## src/rtl/queen_move_executor_if.sv

```systemverilog
// Request / board-port bundle between the move source, the queen executor
// and the board register file.
interface queen_move_executor_if;
  logic       req_valid;
  logic       req_ready;
  logic [2:0] src_row, src_col;
  logic [2:0] dst_row, dst_col;
  logic [2:0] rd_row, rd_col;
  logic [4:0] rd_data;
  logic       wr_en;
  logic [2:0] wr_row, wr_col;
  logic [4:0] wr_data;
  logic       done;
  logic       legal;
  logic       capture;
  logic [2:0] captured_type;

  modport slave (
    input  req_valid, src_row, src_col, dst_row, dst_col, rd_data,
    output req_ready, rd_row, rd_col, wr_en, wr_row, wr_col, wr_data,
           done, legal, capture, captured_type
  );

  modport master (
    output req_valid, src_row, src_col, dst_row, dst_col, rd_data,
    input  req_ready, rd_row, rd_col, wr_en, wr_row, wr_col, wr_data,
           done, legal, capture, captured_type
  );
endinterface

```

## src/rtl/queen_move_executor.sv

```systemverilog
// Queen move executor: checks source piece and geometry, walks the path one
// square per cycle, then writes destination and clears source on a legal move.
module queen_move_executor #(
  parameter logic [2:0] QUEEN_TYPE = 3'b101
) (
  input logic                  clk,
  input logic                  rst_n,
  queen_move_executor_if.slave bus
);

  typedef enum logic [2:0] {IDLE, SRC, WALK, W_DST, W_SRC, DONE} state_t;

  state_t            state_q, state_d;
  logic [2:0]        src_row_q, src_row_d, src_col_q, src_col_d;
  logic [2:0]        dst_row_q, dst_row_d, dst_col_q, dst_col_d;
  logic signed [3:0] dr_q, dr_d, dc_q, dc_d;
  logic              color_q, color_d;
  logic              cap_q, cap_d;
  logic [2:0]        cap_type_q, cap_type_d;
  logic              req_ready_q, req_ready_d;
  logic [2:0]        rd_row_q, rd_row_d, rd_col_q, rd_col_d;
  logic              wr_en_q, wr_en_d;
  logic [2:0]        wr_row_q, wr_row_d, wr_col_q, wr_col_d;
  logic [4:0]        wr_data_q, wr_data_d;
  logic              done_q, done_d;
  logic              legal_q, legal_d;
  logic              capture_q, capture_d;
  logic [2:0]        captured_type_q, captured_type_d;

  logic signed [3:0] step_r, step_c, nxt_r, nxt_c;
  logic [3:0]        abs_r, abs_c;
  logic              bad_geom, at_dst, occ, reject;

  always_comb begin
    step_r   = (dr_q > 4'sd0) ? 4'sd1 : (dr_q < 4'sd0) ? -4'sd1 : 4'sd0;
    step_c   = (dc_q > 4'sd0) ? 4'sd1 : (dc_q < 4'sd0) ? -4'sd1 : 4'sd0;
    abs_r    = dr_q[3] ? 4'(-dr_q) : 4'(dr_q);
    abs_c    = dc_q[3] ? 4'(-dc_q) : 4'(dc_q);
    // Straight lines have exactly one zero delta; anything else must be diagonal.
    bad_geom = ((dr_q == 4'sd0) && (dc_q == 4'sd0)) ||
               (!((dr_q == 4'sd0) ^ (dc_q == 4'sd0)) && (abs_r != abs_c));
    // The read address doubles as the walk cursor.
    nxt_r    = $signed({1'b0, rd_row_q}) + step_r;
    nxt_c    = $signed({1'b0, rd_col_q}) + step_c;
    at_dst   = (rd_row_q == dst_row_q) && (rd_col_q == dst_col_q);
    occ      = bus.rd_data[0];
  end

  always_comb begin
    state_d         = state_q;
    src_row_d       = src_row_q;
    src_col_d       = src_col_q;
    dst_row_d       = dst_row_q;
    dst_col_d       = dst_col_q;
    dr_d            = dr_q;
    dc_d            = dc_q;
    color_d         = color_q;
    cap_d           = cap_q;
    cap_type_d      = cap_type_q;
    legal_d         = legal_q;
    capture_d       = capture_q;
    captured_type_d = captured_type_q;
    req_ready_d     = 1'b0;
    rd_row_d        = 3'd0;
    rd_col_d        = 3'd0;
    wr_en_d         = 1'b0;
    wr_row_d        = 3'd0;
    wr_col_d        = 3'd0;
    wr_data_d       = 5'd0;
    done_d          = 1'b0;
    reject          = 1'b0;

    case (state_q)
      IDLE: begin
        req_ready_d = 1'b1;
        if (bus.req_valid) begin
          src_row_d   = bus.src_row;
          src_col_d   = bus.src_col;
          dst_row_d   = bus.dst_row;
          dst_col_d   = bus.dst_col;
          dr_d        = $signed({1'b0, bus.dst_row}) - $signed({1'b0, bus.src_row});
          dc_d        = $signed({1'b0, bus.dst_col}) - $signed({1'b0, bus.src_col});
          rd_row_d    = bus.src_row;
          rd_col_d    = bus.src_col;
          req_ready_d = 1'b0;
          state_d     = SRC;
        end
      end
      SRC: begin
        if (!occ || bus.rd_data[4:2] != QUEEN_TYPE || bad_geom) begin
          reject = 1'b1;
        end else begin
          color_d  = bus.rd_data[1];
          rd_row_d = nxt_r[2:0];
          rd_col_d = nxt_c[2:0];
          state_d  = WALK;
        end
      end
      WALK: begin
        if (!at_dst) begin
          if (occ) begin
            reject = 1'b1;
          end else begin
            rd_row_d = nxt_r[2:0];
            rd_col_d = nxt_c[2:0];
          end
        end else if (occ && bus.rd_data[1] == color_q) begin
          reject = 1'b1;
        end else begin
          cap_d      = occ;
          cap_type_d = occ ? bus.rd_data[4:2] : 3'd0;
          wr_en_d    = 1'b1;
          wr_row_d   = dst_row_q;
          wr_col_d   = dst_col_q;
          wr_data_d  = {QUEEN_TYPE, color_q, 1'b1};
          state_d    = W_DST;
        end
      end
      W_DST: begin
        wr_en_d  = 1'b1;
        wr_row_d = src_row_q;
        wr_col_d = src_col_q;
        state_d  = W_SRC;
      end
      W_SRC: begin
        done_d          = 1'b1;
        legal_d         = 1'b1;
        capture_d       = cap_q;
        captured_type_d = cap_type_q;
        state_d         = DONE;
      end
      DONE: begin
        req_ready_d = 1'b1;
        state_d     = IDLE;
      end
      default: state_d = IDLE;
    endcase

    if (reject) begin
      done_d          = 1'b1;
      legal_d         = 1'b0;
      capture_d       = 1'b0;
      captured_type_d = 3'd0;
      rd_row_d        = 3'd0;
      rd_col_d        = 3'd0;
      state_d         = DONE;
    end
  end

  always_ff @(posedge clk or negedge rst_n) begin
    if (!rst_n) begin
      state_q         <= IDLE;
      src_row_q       <= 3'd0;
      src_col_q       <= 3'd0;
      dst_row_q       <= 3'd0;
      dst_col_q       <= 3'd0;
      dr_q            <= 4'sd0;
      dc_q            <= 4'sd0;
      color_q         <= 1'b0;
      cap_q           <= 1'b0;
      cap_type_q      <= 3'd0;
      req_ready_q     <= 1'b1;
      rd_row_q        <= 3'd0;
      rd_col_q        <= 3'd0;
      wr_en_q         <= 1'b0;
      wr_row_q        <= 3'd0;
      wr_col_q        <= 3'd0;
      wr_data_q       <= 5'd0;
      done_q          <= 1'b0;
      legal_q         <= 1'b0;
      capture_q       <= 1'b0;
      captured_type_q <= 3'd0;
    end else begin
      state_q         <= state_d;
      src_row_q       <= src_row_d;
      src_col_q       <= src_col_d;
      dst_row_q       <= dst_row_d;
      dst_col_q       <= dst_col_d;
      dr_q            <= dr_d;
      dc_q            <= dc_d;
      color_q         <= color_d;
      cap_q           <= cap_d;
      cap_type_q      <= cap_type_d;
      req_ready_q     <= req_ready_d;
      rd_row_q        <= rd_row_d;
      rd_col_q        <= rd_col_d;
      wr_en_q         <= wr_en_d;
      wr_row_q        <= wr_row_d;
      wr_col_q        <= wr_col_d;
      wr_data_q       <= wr_data_d;
      done_q          <= done_d;
      legal_q         <= legal_d;
      capture_q       <= capture_d;
      captured_type_q <= captured_type_d;
    end
  end

  assign bus.req_ready     = req_ready_q;
  assign bus.rd_row        = rd_row_q;
  assign bus.rd_col        = rd_col_q;
  assign bus.wr_en         = wr_en_q;
  assign bus.wr_row        = wr_row_q;
  assign bus.wr_col        = wr_col_q;
  assign bus.wr_data       = wr_data_q;
  assign bus.done          = done_q;
  assign bus.legal         = legal_q;
  assign bus.capture       = capture_q;
  assign bus.captured_type = captured_type_q;

endmodule
```

## src/flat_wrapper.sv

```systemverilog
// flat-port wrapper written by rule: the top's interface ports become plain ports
module queen_move_executor_flat 
#(
  parameter logic [2:0] QUEEN_TYPE = 3'b101
)
  (clk, rst_n, bus_req_valid, bus_src_row, bus_src_col, bus_dst_row, bus_dst_col, bus_rd_data, bus_req_ready, bus_rd_row, bus_rd_col, bus_wr_en, bus_wr_row, bus_wr_col, bus_wr_data, bus_done, bus_legal, bus_capture, bus_captured_type);
  queen_move_executor_if bus_i ();
  input logic clk;
  input logic rst_n;
  input wire logic [$bits(bus_i.req_valid)-1:0] bus_req_valid;
  input wire logic [$bits(bus_i.src_row)-1:0] bus_src_row;
  input wire logic [$bits(bus_i.src_col)-1:0] bus_src_col;
  input wire logic [$bits(bus_i.dst_row)-1:0] bus_dst_row;
  input wire logic [$bits(bus_i.dst_col)-1:0] bus_dst_col;
  input wire logic [$bits(bus_i.rd_data)-1:0] bus_rd_data;
  output wire logic [$bits(bus_i.req_ready)-1:0] bus_req_ready;
  output wire logic [$bits(bus_i.rd_row)-1:0] bus_rd_row;
  output wire logic [$bits(bus_i.rd_col)-1:0] bus_rd_col;
  output wire logic [$bits(bus_i.wr_en)-1:0] bus_wr_en;
  output wire logic [$bits(bus_i.wr_row)-1:0] bus_wr_row;
  output wire logic [$bits(bus_i.wr_col)-1:0] bus_wr_col;
  output wire logic [$bits(bus_i.wr_data)-1:0] bus_wr_data;
  output wire logic [$bits(bus_i.done)-1:0] bus_done;
  output wire logic [$bits(bus_i.legal)-1:0] bus_legal;
  output wire logic [$bits(bus_i.capture)-1:0] bus_capture;
  output wire logic [$bits(bus_i.captured_type)-1:0] bus_captured_type;
  assign bus_i.req_valid = bus_req_valid;
  assign bus_i.src_row = bus_src_row;
  assign bus_i.src_col = bus_src_col;
  assign bus_i.dst_row = bus_dst_row;
  assign bus_i.dst_col = bus_dst_col;
  assign bus_i.rd_data = bus_rd_data;
  assign bus_req_ready = bus_i.req_ready;
  assign bus_rd_row = bus_i.rd_row;
  assign bus_rd_col = bus_i.rd_col;
  assign bus_wr_en = bus_i.wr_en;
  assign bus_wr_row = bus_i.wr_row;
  assign bus_wr_col = bus_i.wr_col;
  assign bus_wr_data = bus_i.wr_data;
  assign bus_done = bus_i.done;
  assign bus_legal = bus_i.legal;
  assign bus_capture = bus_i.capture;
  assign bus_captured_type = bus_i.captured_type;
  queen_move_executor #(.QUEEN_TYPE(QUEEN_TYPE)) u_core (.clk(clk), .rst_n(rst_n), .bus(bus_i));
endmodule
```

## config.mk

```make
export PLATFORM = sky130hd
export DESIGN_NAME = queen_move_executor_flat
export DESIGN_NICKNAME = d
export VERILOG_FILES = /design/src/rtl/queen_move_executor_if.sv /design/src/rtl/queen_move_executor.sv /design/src/flat_wrapper.sv
export SDC_FILE = /design/constraint.sdc
export NUM_CORES = 1
export LEC_CHECK = 0
export ABC_AREA = 1
export BUFFER_PORTS_ARGS = -buffer_cell sky130_fd_sc_hd__buf_4
export CAP_MARGIN = 15
export CORE_MARGIN = 2
export CORE_UTILIZATION = 45
export CTS_CLUSTER_DIAMETER = 30
export DETAILED_ROUTE_END_ITERATION = 8
export PLACE_DENSITY = 0.76
export SLEW_MARGIN = 20
export SYNTH_ARGS = -nofsm -noshare
export SYNTH_HDL_FRONTEND = slang
export SYNTH_SLANG_ARGS = --single-unit
```

## constraint.sdc

```tcl
create_clock -name clk -period 1.9 [get_ports clk]
set_input_delay 0.38 -clock clk [delete_from_list [all_inputs] [get_ports clk]]
set_output_delay 0.38 -clock clk [all_outputs]
set_load 0.1 [all_outputs]
```

==> metrics, run 1 <==
Routed wire per std cell 13.1 um; Async SR Flop Fraction 100%; Worst Hold Class in2async; Via Count 2291; CP required 2.10 ns; initial antenna violation count 0; Final GP Congestion 0.865; PwrDens 1640 nW/um^2; Rel. slew slack 59.4%; routed vias/inst 4.96; Worst setup EP type register; Final Max Slew Viols 0; register area share after synthesis 44.6%; Tcrit/Tclk final 97.5%; Logic pwr share 57.6%; Worst Tran Pin Value 0.609 ns; met2 GRT Util 29.9%; multiplexer area fraction after synthesis 0%; remaining antenna violation count 0; Sw Ratio 50.4%; Clock Tree Buf Depth 2; chip width 83.0 um; Synth Cell Area 2810 sq um; Compound-Gate Fraction of Synth Area 8.78%; CTS tree built; initial DRC count 128; Final nets 421; num rows 28; initial core utilization 46.8%; xor/xnor cell area share of the yosys netlist 3.43%; library cells used by synthesis 35; Syn Nets 367; crit path time final 1.85 ns; Global Route Usage Sum 18.2%; Synth area leader dfrtp_1; placed cell area 3260 sq um; DIE HEIGHT 83.0 um; sw power 2.84 mW; clock buffer count from CTS 5; number of global-route vias before repair 2224; first-pass GRT wire length 10.2 mm; Yosys top cell area share 43.7%; Mapped Cells 332; Seq pwr share 30.7%; max_cap viols 0; crit path kind reg2reg; CTS root buffer clkbuf_8; clock latency at the later pin of the worst-skew pair 0.31 ns; final core occ 57.1%; status complete, no violations; most used flip-flop cell after synthesis dfrtp_1; Cell Count, Final, Fillers Out 462; CORE AREA 5990 sq um; clock sink total 50; P_int 2.79 mW; total power 5.62 mW; Post-Route WL 6.05 mm; maximum VDD drop 0.000923 V; Layout fillers 562; grt met3 use 3.68%; GR Util met1 24.3%; unrepaired setup endpoints after global routing yes; # diodes 0; area of the die 6880 sq um; Area contributors post-synth dfrtp_1, nand2_1, inv_1, ha_1, nand3_1; DP Wirelength 4.57 mm; crit path max fanout 2; largest net degree at the start of global routing 51; Simple-Gate Fraction of Synth Area 24.5%; total grt overflow 0; EDFF count, synth 0; Yosys Warn Count 0; Arrival @ worst endpoint 2.05 ns; final routed DRC violation total 0; mean post-synth cell area 8.45 sq um; # IOs 45; Final Skew 0.00437 ns; Achievable Freq 0.540 GHz; H-tree depth 2; fin area 3420 sq um; Adder-Cell Fraction of Synth Area 7.76%; crit start category register; Synth-to-Final Area Change 21.9%; Final Hold Viols 0; layout cell share with drive strength beyond 1 31.3%; Synth Register Bits 50; Final setup viols 0; leakage power 1.81 nW; Pre-antenna DRT Iters 4; internal reg-to-reg setup slack 0.05 ns; IO buf count 43; busiest grt layer met2; placed cells 452; combinational family with the most area after synthesis simple AND/OR/NAND/NOR gates; power share of the clock group 11.7%; CTS clk-pin slew, worst paths 0.09 ns
## layout make-up
class	instances	area, sq um	share of cell area [%]
multi-input combinational	210	1310	38.2
sequential	50	1260	36.8
timing repair buffer	55	413	12.1
inverter	64	253	7.39
tap	75	93.8	2.74
clock buffer	6	82.6	2.41
clock inverter	2	12.5	0.366
## worst paths after layout
path                                start              endpoint  cells past startpoint
max                        u_core.dr_q[0]  u_core.bus.rd_row[2]                     12
min                                 rst_n      u_core.bus.wr_en                      1
max reg2reg                u_core.dr_q[0]  u_core.bus.rd_row[2]                     12
min reg2reg                  u_core.cap_q          u_core.cap_q                      2
max in group asynchronous           rst_n  u_core.bus.rd_col[2]                      1
min in group clk           bus_dst_row[2]   u_core.dst_row_q[2]                      3
## kinds of logic (layout without fill, tap and decap cells)
kind of cell,Yosys count,count (layout)
buffers and inverters,72,127
adders and majority gates,15,15
AOI/OAI and AO/OA,40,40
DFF,50,50
and+or+nand+nor,143,143
xor gates and xnor gates,11,11
other,1,1
## through the flow
step                      TNS [ns]  worst slack, ns  hold WS, ns
after CTS                        0          0.00468        0.101
after global placement    -0.00542         -0.00542        0.439
after global routing        -0.103          -0.0399        0.123
final                            0           0.0477       0.0803
after floorplan                  0           0.0403       0.0844
after detailed placement    -0.152          -0.0819        0.441
## synth_stat cells (all sizes together), types with 2 or more instances
library cell,n
clkinv,3
xor2,5
dfrtp,49
o211ai,2
buf,6
nand3,23
o22ai,2
nor3,3
xnor2,6
nand2,87
clkbuf,2
a21oi,3
fa,4
nand4,10
o21ai,33
inv,61
ha,11
nor2,19
## power groups by stage
stage          Combinational, mW  Clock [mW]  Sequential (mW)
2_1_floorplan               1.66           0             2.40
3_3_place_gp                2.98           0             1.71
3_5_place_dp                3.09           0             1.73
4_1_cts                     3.20       0.664             1.72
5_1_grt                     3.52       0.718             1.77
6_report                    3.24       0.656             1.72
## layer usage
metal  up-vias  wire length, um
li1       1144                -
met1      1090             2690
met2        50             2970
met3         7              294
met4         0              104
met5         -                0
## repair_timing
item / CTS / global route
resized for setup: 14 / 5
endpoints found under the setup margin: 2 / 13
hold buffers: 0 / 0
hold endpoints to repair: 0 / 0
pin swaps: 8 / 6
buffers inserted: 2 / 0
## flip-flops by register name, indices dropped and copies added (netlist names)
name                      flops
u_core.bus.done               1
u_core.bus.capture            1
u_core.bus.wr_en              1
u_core.bus.wr_data            2
u_core.bus.legal              1
u_core.dst_col_q              3
u_core.cap_type_q             3
u_core.bus.req_ready          1
u_core.dr_q                   4
u_core.dst_row_q              3
u_core.src_row_q              3
u_core.src_col_q              3
u_core.bus.rd_row             3
u_core.color_q                1
u_core.bus.wr_col             3
u_core.state_q                3
u_core.dc_q                   4
u_core.bus.rd_col             3
u_core.bus.captured_type      3
u_core.cap_q                  1
u_core.bus.wr_row             3
## worst max-delay path, stage by stage (launching register included)
cell and delay [ns]:
dfrtp_1 0.38, inv_2 0.06, ha_4 0.16, inv_2 0.06
nor3_2 0.05, inv_1 0.06, ha_2 0.16, inv_2 0.04
fa_1 0.39, xnor2_1 0.15, inv_1 0.07, nand4_1 0.08
nand3_1 0.08
## cell usage in the layout, fill, tap and decap left out, types with 2 or more instances in the layout
cell      instances
nor2_2            3
ha_2              2
clkinv_1          2
nand2_1          79
nor2_1           13
nand2_4           4
ha_4              2
clkbuf_8          6
o21ai_2           3
nor3_2            2
nor2_4            2
nand3_1          23
dfrtp_2           6
inv_2            16
inv_1            42
xor2_1            5
o211ai_1          2
o22ai_2           2
dfrtp_1          43
fa_1              3
buf_4            55
o21ai_1           9
xnor2_1           5
inv_4             3
ha_1              7
o21ai_0          20
nand4_1          10
nand2_2           4
a21oi_1           2
Note: power is estimated with default switching activity, not from simulation.
==> inputs of run 2 (changes only) <==
--- a/config.mk
+++ b/config.mk
@@ -12,7 +12,7 @@
 export CORE_UTILIZATION = 45
 export CTS_CLUSTER_DIAMETER = 30
 export DETAILED_ROUTE_END_ITERATION = 8
-export PLACE_DENSITY = 0.76
+export PLACE_DENSITY = 0.74
 export SLEW_MARGIN = 20
 export SYNTH_ARGS = -nofsm -noshare
 export SYNTH_HDL_FRONTEND = slang
==> constraint.sdc (replaced) <==
create_clock -name clk -period 2.02 [get_ports clk]
set_input_delay 0.505 -clock clk [delete_from_list [all_inputs] [get_ports clk]]
set_output_delay 0.505 -clock clk [all_outputs]
set_load 0.1 [all_outputs]
==> run 2 against run 1 <==
Combinational power decreased by 9.3%; largest cell class unchanged; critical endpoint is now u_core.state_q[2]; clock skew grew 0.0012 ns; highest routed layer unchanged; die area unchanged; maximum frequency shrank 3.4%.
==> metrics, run 2 (synthesized netlist as in run 1, its figures left out) <==
CTS clk-pin slew, worst paths 0.09 ns; Pre-antenna DRT Iters 5; crit path max fanout 5; IO buf count 43; clock sink total 50; Post-Route WL 5.99 mm; commonest non-fill, non-tap cell in the layout nand2_1; unrepaired setup endpoints after global routing yes; Clock Tree Buf Depth 2; clock buffer count from CTS 5; remaining antenna violation count 0; largest net degree at the start of global routing 51; met3 routed wirelength 261 um; maximum VDD drop 0.00104 V; num rows 28; first-pass GRT wire length 9.87 mm; area of the multi-input gates 1300 sq um; chip width 83.0 um; Layout fillers 584; Synth-to-Final Area Change 20.9%; # IOs 45; Cell Count, Final, Fillers Out 458; layout cell share with drive strength beyond 1 27.7%; CP required 2.20 ns; r2r startpoint u_core.dr_q[1]; # diodes 0; Global Route Usage Sum 17.7%; Via Count 2275; status complete, no violations; max_cap viols 0; Final GP Congestion 0.804; PwrDens 1550 nW/um^2; routed vias/inst 4.97; dpl ws -0.0503 ns; Rel. slew slack 58.9%; DP Wirelength 4.57 mm; Achievable Freq 0.522 GHz; Final Skew 0.00561 ns; CTS tree built; Reg area 1260 sq um; Worst R2R End u_core.state_q[2]; area of the die 6880 sq um; CTS root buffer clkbuf_8; total grt overflow 0; Worst Hold Class in2async; Worst setup EP type register; met1 wire length 2.65 mm; fin area 3390 sq um; clock latency at the later pin of the worst-skew pair 0.30 ns; H-tree depth 2; Final Hold Viols 0; most frequent cells in the layout nand2_1, buf_4, dfrtp_1, inv_1, nand3_1; crit path kind reg2reg; initial antenna violation count 0; number of global-route vias before repair 2162; crit start category register; placed cell area 3220 sq um; total power 5.27 mW; Final Max Slew Viols 0; top routing layer used met4; Worst Tran Pin Value 0.616 ns; placed cells 448; Tcrit/Tclk final 94.9%; CORE AREA 5990 sq um; Routed wire per std cell 13.1 um; initial core utilization 46.8%; Hold Buf Count CTS 0; final routed DRC violation total 0; crit path time final 1.92 ns; worst-case reg-to-reg path depth 12; largest registers u_core.dc_q: 4 flops, u_core.dr_q: 4 flops; WL met2 2.99 mm; internal reg-to-reg setup slack 0.10 ns; Arrival @ worst endpoint 2.10 ns; leakage power 1.80 nW; Final setup viols 0; setup ws final 0.103 ns; DIE HEIGHT 83.0 um; Final nets 417; initial DRC count 108; worst setup path start u_core.dr_q[1]; hold_ws 0.212 ns
==> run 2: cell count changes in the layout (fill, tap and decap cells not counted), moves of 3 or more <==
| cell | delta |
|---|---|
| dfrtp_2 | -3 |
| inv_2 | -3 |
| inv_1 | +3 |
| dfrtp_1 | +3 |
| buf_4 | -4 |
==> run 2: worst max-delay path by stage <==
stage	to	slack, ns	cells after the start
2_1_floorplan	u_core.bus.rd_col[2]	0.005	6
3_3_place_gp	u_core.bus.rd_row[1]	0.08	11
3_5_place_dp	u_core.bus.rd_row[1]	-0.05	11
4_1_cts	u_core.bus.rd_col[1]	0.009	11
5_1_grt	u_core.bus.rd_col[1]	-0.06	11
6_report	u_core.state_q[2]	0.10	12
==> run 2: final cells by class <==
class	count	area share, %
clock buffer	7	2.25
sequential	50	37.0
timing repair buffer	51	11.3
multi-input combinational	210	38.3
tap	75	2.77
inverter	64	7.45
clock inverter	1	0.885
==> run 2: metrics by stage <==
step / util (%) / setup TNS [ns]
after floorplan: - / 0
after global placement: 53.8 / 0
after detailed placement: 53.8 / -0.0503
after CTS: 55.6 / 0
after global routing: 56.6 / -0.117
final: 56.6 / 0
==> run 2: metal layers <==
metal	GRT usage, %	up-vias
met2	29.8	53
met1	22.7	1081
met3	3.88	10
met4	5.96	0
met5	0	-
li1	-	1131
==> run 2: report_power, final <==
group / internal [mW] / leakage [nW] / switching (mW)
sequential: 1.36 / 0.644 / 0.275
clock: 0.371 / 0.0524 / 0.327
combinational: 0.921 / 1.10 / 2.02
==> run 2: worst max-delay path: stages (launching register included) <==
cell and delay (ns):
dfrtp_1 0.38, inv_2 0.07, ha_4 0.16, inv_2 0.07
nor3_4 0.04, buf_4 0.14, ha_1 0.22, nor4_2 0.28
nand2_2 0.14, nand2_4 0.11, nand2_4 0.06, inv_2 0.06
nand3_1 0.06
==> run 2: timing repair <==
action                     in CTS  in global routing
setup endpoints to repair       1                 13
resized for setup               1                 13
hold endpoints to repair        0                  0
setup buffers                   0                  2
gates cloned                    0                  0
pin swaps                       0                  5
